`src/rtl/pulse_sync_pkg.sv`:
```
// Shared types and defaults for the pulse request queue feeding a
// handshake synchronizer.
package pulse_sync_pkg;

  localparam int unsigned DEF_CNT_W    = 4;
  localparam int unsigned DEF_HOLD_CYC = 2;

  typedef enum logic [2:0] {
    IDLE,
    WAKE,
    ISSUE,
    WAIT_DROP,
    WAIT_ACK,
    HOLD
  } pq_state_e;

  // Hold timer must represent HOLD_CYC; keep at least one bit when HOLD_CYC is 0.
  function automatic int unsigned hold_tmr_width(input int unsigned hold_cyc);
    return (hold_cyc < 2) ? 1 : $clog2(hold_cyc + 1);
  endfunction

endpackage

```
`src/rtl/sat_updown_cnt.sv`:
```
// Saturating up/down pending-event counter with a full flag and a sticky
// overflow that records increments dropped while full.
module sat_updown_cnt
  import pulse_sync_pkg::*;
#(
  parameter int unsigned CNT_W = DEF_CNT_W
) (
  input  logic             clk_a,
  input  logic             rst_a,
  input  logic             inc_req,
  input  logic             dec,
  input  logic             clr_ovf,
  output logic [CNT_W-1:0] cnt,
  output logic [CNT_W-1:0] cnt_next,
  output logic             overflow
);

  logic full;
  logic inc;
  logic drop;

  // A simultaneous decrement frees a slot, so a full counter still accepts.
  assign full = (cnt == '1);
  assign drop = inc_req & full & ~dec;
  assign inc  = inc_req & ~drop;

  always_comb begin
    cnt_next = cnt;
    if (inc && !dec) begin
      cnt_next = cnt + CNT_W'(1);
    end else if (dec && !inc && (cnt != '0)) begin
      cnt_next = cnt - CNT_W'(1);
    end
  end

  always_ff @(posedge clk_a) begin
    if (rst_a) begin
      cnt      <= '0;
      overflow <= 1'b0;
    end else begin
      cnt <= cnt_next;
      if (drop) begin
        overflow <= 1'b1;
      end else if (clr_ovf) begin
        overflow <= 1'b0;
      end
    end
  end

endmodule

```
`src/rtl/pulse_req_queue.sv`:
```
// Queues source-domain pulses and issues them one at a time to a handshake
// synchronizer, waking its clock gate before the first request.
module pulse_req_queue
  import pulse_sync_pkg::*;
#(
  parameter int unsigned CNT_W    = DEF_CNT_W,
  parameter int unsigned HOLD_CYC = DEF_HOLD_CYC
) (
  input  logic             clk_a,
  input  logic             rst_a,
  input  logic             pulse_in,
  input  logic             sync_rdy,
  input  logic             clr_ovf,
  output logic             sync_vld,
  output logic             pulse_en,
  output logic [CNT_W-1:0] pend_cnt,
  output logic             overflow
);

  localparam int unsigned      TMR_W     = hold_tmr_width(HOLD_CYC);
  localparam logic [TMR_W-1:0] HOLD_LOAD = TMR_W'(HOLD_CYC);

  pq_state_e        state;
  pq_state_e        state_next;
  logic [TMR_W-1:0] hold_tmr;
  logic [TMR_W-1:0] hold_tmr_next;
  logic [CNT_W-1:0] cnt_next;

  assign sync_vld = (state == ISSUE) & sync_rdy;

  sat_updown_cnt #(
    .CNT_W (CNT_W)
  ) u_cnt (
    .clk_a    (clk_a),
    .rst_a    (rst_a),
    .inc_req  (pulse_in),
    .dec      (sync_vld),
    .clr_ovf  (clr_ovf),
    .cnt      (pend_cnt),
    .cnt_next (cnt_next),
    .overflow (overflow)
  );

  always_comb begin
    state_next    = state;
    hold_tmr_next = hold_tmr;
    unique case (state)
      IDLE: begin
        if (pulse_in || (pend_cnt != '0)) state_next = WAKE;
      end
      WAKE: begin
        state_next = ISSUE;
      end
      ISSUE: begin
        if (sync_rdy) state_next = WAIT_DROP;
      end
      WAIT_DROP: begin
        if (!sync_rdy) state_next = WAIT_ACK;
      end
      WAIT_ACK: begin
        // Look at the post-update count so an event arriving on the ack cycle
        // goes straight back to ISSUE instead of through HOLD.
        if (sync_rdy) begin
          if (cnt_next != '0) begin
            state_next = ISSUE;
          end else if (HOLD_CYC == 0) begin
            state_next = IDLE;
          end else begin
            state_next    = HOLD;
            hold_tmr_next = HOLD_LOAD;
          end
        end
      end
      HOLD: begin
        if (pulse_in || (pend_cnt != '0)) begin
          state_next    = ISSUE;
          hold_tmr_next = '0;
        end else if (hold_tmr <= TMR_W'(1)) begin
          state_next    = IDLE;
          hold_tmr_next = '0;
        end else begin
          hold_tmr_next = hold_tmr - TMR_W'(1);
        end
      end
      default: begin
        state_next    = IDLE;
        hold_tmr_next = '0;
      end
    endcase
  end

  always_ff @(posedge clk_a) begin
    if (rst_a) begin
      state    <= IDLE;
      hold_tmr <= '0;
      pulse_en <= 1'b0;
    end else begin
      state    <= state_next;
      hold_tmr <= hold_tmr_next;
      pulse_en <= (state_next != IDLE);
    end
  end

endmodule
```
`config.mk`:
```
export PLATFORM = sky130hd
export DESIGN_NAME = pulse_req_queue
export DESIGN_NICKNAME = d
export VERILOG_FILES = /design/src/rtl/pulse_sync_pkg.sv /design/src/rtl/sat_updown_cnt.sv /design/src/rtl/pulse_req_queue.sv
export SDC_FILE = /design/constraint.sdc
export NUM_CORES = 1
export LEC_CHECK = 0
export ABC_AREA = 1
export CORE_MARGIN = 5
export CORE_UTILIZATION = 46
export DETAILED_ROUTE_END_ITERATION = 8
export PLACE_DENSITY = 0.72
export SLEW_MARGIN = 20
export SYNTH_ARGS = -nofsm -noshare
export SYNTH_HDL_FRONTEND = slang
export SYNTH_HIERARCHICAL = 1
export SYNTH_SLANG_ARGS = --single-unit
```
`constraint.sdc`:
```
create_clock -name clk_a -period 2.2 [get_ports clk_a]
set_input_delay 0.44 -clock clk_a [delete_from_list [all_inputs] [get_ports clk_a]]
set_output_delay 0.44 -clock clk_a [all_outputs]
set_load 0.01 [all_outputs]
```
==> results_dict.tcl <==
set metrics [dict create \
    cts_tree "yes" \
    min_to "hold_tmr[1]" \
    synthArstFlopShare 0 \
    max_slew.worst_pin.slew_ns 0.263 \
    syn_area_per_cell_um2 6.69 \
    setup_viol 0 \
    ff2ff_path_depth 14 \
    synth_top_family_by_area "simple AND/OR/NAND/NOR gates" \
    clk_latency_ns 0.27 \
    grt_pass1_vias 781 \
    crit_required_ns 2.37 \
    htreeDepth 1 \
    die_w_um 51.4 \
    area_growth_pct 43.9 \
    synthMuxAreaShare 0 \
    hold_viol 0 \
    synth-adder-area-share 0.0317 \
    antennaDiodeCount 0 \
    vias 848 \
    port_buffers 11 \
    layout-drive-gt1-share 0.388 \
    max_freq_mhz 484 \
    initial_utilization 0.473 \
    r2r-end "hold_tmr[0]" \
    start_kind "input pin" \
    drc 0 \
    p_per_area_mw_per_mm2 622 \
    fin_crit_ns 2.07 \
    mostFrequentLayoutCells "nand2_1, buf_4, inv_1" \
    crit_type "input pin to flip-flop" \
    finalMaxSlewViolations 0 \
    ys_ff_latch 11 \
    crit_arrival_ns 2.23 \
    min_from "hold_tmr[1]" \
    cp_max_fo 4 \
    clockBufferDepth 2 \
    std_cell_rows 15 \
    whs_ns 0.518 \
    syn_area_um2 790 \
    syn_inst 118 \
    power_mw 0.707 \
    r2r_start "state[2]" \
    core_area_mm2 0.00167 \
    finalWirelength_um 1870 \
    min_path_cells 2 \
    syn_nets 125 \
    min_period_over_period 0.939 \
    post-dp-hpwl_um 1500 \
    finClkSkew_ns 0.00325 \
    fin_area_mm2 0.00114 \
    synthXorXnorAreaFrac 0.0222 \
    cts_hold_buf 0 \
    place_area_mm2 0.00104 \
    leakage_nw 0.563 \
    grt_first_pass_wirelength_um 3160 \
    routedWlPerCell_um 11.0 \
    synth_compound_area_frac 0.0365 \
    clock_sinks 11 \
    layout_commonest_cell "nand2_1" \
    finalNetCount 160 \
    synth_edf_count 0 \
    avgViaCountPerCell 5.02 \
    io_pins 12 \
    grt_start_max_net_pins 8 \
    instances_no_fill 169 \
    r2r_slack_ns 0.15 \
    synthSimpleGateAreaFrac 0.507 \
    fp.dieH_um 51.4 \
    placed_cells 160 \
    end_kind "flip-flop" \
    cts_made_buffers 3 \
    clkTransAtPathRegs_ns 0.07 \
    dr.first_iter.drc_count 15 \
    outcome "finished clean" \
    layout_setup_ws_ns 0.135 \
    first_pass_iters 4 \
    antenna_left 0 \
    ys_types 20 \
    overflow 0 \
    cts_root_buf "clkbuf_4" \
    pre_cts_ws_ns -0.421 \
    max_slew_margin 0.825 \
    utilization 0.680 \
    antenna_found_initial 0 \
    hp-class "flip-flop to flip-flop" \
    irDropWorstVdd_mv 0.553 \
    grt_use_total 0.163 \
    maxCapViolations 0 \
    ys_warn_count 6 \
    gp_congestion 0.887 \
    fp.dieArea_mm2 0.00265 \
    synth_ff_type "dfxtp_1" \
    synth.yosys.seq_area_share 0.279 \
    finalSetupTns_ns 0 \
]
==> worst max path at each step <==
stage	to	startpoint	cells after the start
after floorplan	hold_tmr[0]	state[2]	14
after global placement	hold_tmr[1]	sync_rdy	18
after detailed placement	hold_tmr[0]	sync_rdy	17
after CTS	hold_tmr[1]	sync_rdy	19
after global routing	hold_tmr[0]	sync_rdy	16
final	hold_tmr[0]	sync_rdy	16
==> Yosys cell counts, types with 2 or more instances <==
cell type | instances | share of area
inv_1 | 17 | 0.081
nor2_1 | 12 | 0.057
dfxtp_1 | 11 | 0.28
nor3_1 | 4 | 0.025
nor2_4 | 3 | 0.043
nand4_1 | 2 | 0.016
xor2_1 | 2 | 0.022
a21oi_1 | 4 | 0.025
ha_1 | 2 | 0.032
nand2_1 | 28 | 0.13
inv_2 | 6 | 0.029
nand3_1 | 11 | 0.070
nand3_2 | 4 | 0.051
nand2_2 | 4 | 0.032
nor2_2 | 3 | 0.024
==> registers in the layout, summed over array words and instances (netlist names) <==
| register | count |
|---|---|
| hold_tmr | 2 |
| pulse_en | 1 |
| state | 3 |
| u_cnt/cnt | 4 |
| u_cnt/overflow | 1 |
==> area by class of cell <==
cell class,count,area (um2)
Inverter,23,86.3
Sequential cell,11,224
Timing Repair Buffer,31,258
Multi-Input combinational cell,83,520
Tap cell,17,21.3
Clock buffer,4,26.3
Fill cell,152,534
==> per-layer routing <==
layer | wire, um | track usage | vias up
met5 | 0 | 0 | -
met4 | 45 | 0.0917 | 0
met3 | 66 | 0.0350 | 4
met2 | 1040 | 0.311 | 14
met1 | 718 | 0.158 | 392
li1 | - | - | 438
==> where the power goes <==
group	switching [mW]	internal, mW	total (mW)
combinational	0.165	0.153	0.319
clock	0.0723	0.0703	0.143
sequential	0.0226	0.223	0.246
total	0.260	0.447	0.707
==> cells by family after synthesis <==
family / Yosys count
adder cells (fa/ha/maj): 2
XOR/XNOR: 2
flip-flops: 11
AO/OA/AOI/OAI: 5
AND/OR/NAND/NOR: 74
buffers and inverters: 24
==> critical path: stages <==
cell and delay, ns:
dlygate4sd2_1 0.26, inv_2 0.09, nor4_4 0.04, buf_4 0.13, buf_4 0.13, nor2_4 0.12, nand2_4 0.07, buf_4 0.14
nand3_1 0.10, nand2_1 0.07, nor2_2 0.15, nand3_2 0.15, nand2_2 0.09, nand2_1 0.08, a21oi_2 0.13, nor2_1 0.04
==> what timing repair did <==
action,CTS,global route
setup endpoints to repair,6,6
pin swaps,5,6
gates resized for setup,8,8
buffers inserted,3,2
Power figures use the tool's default switching activity.
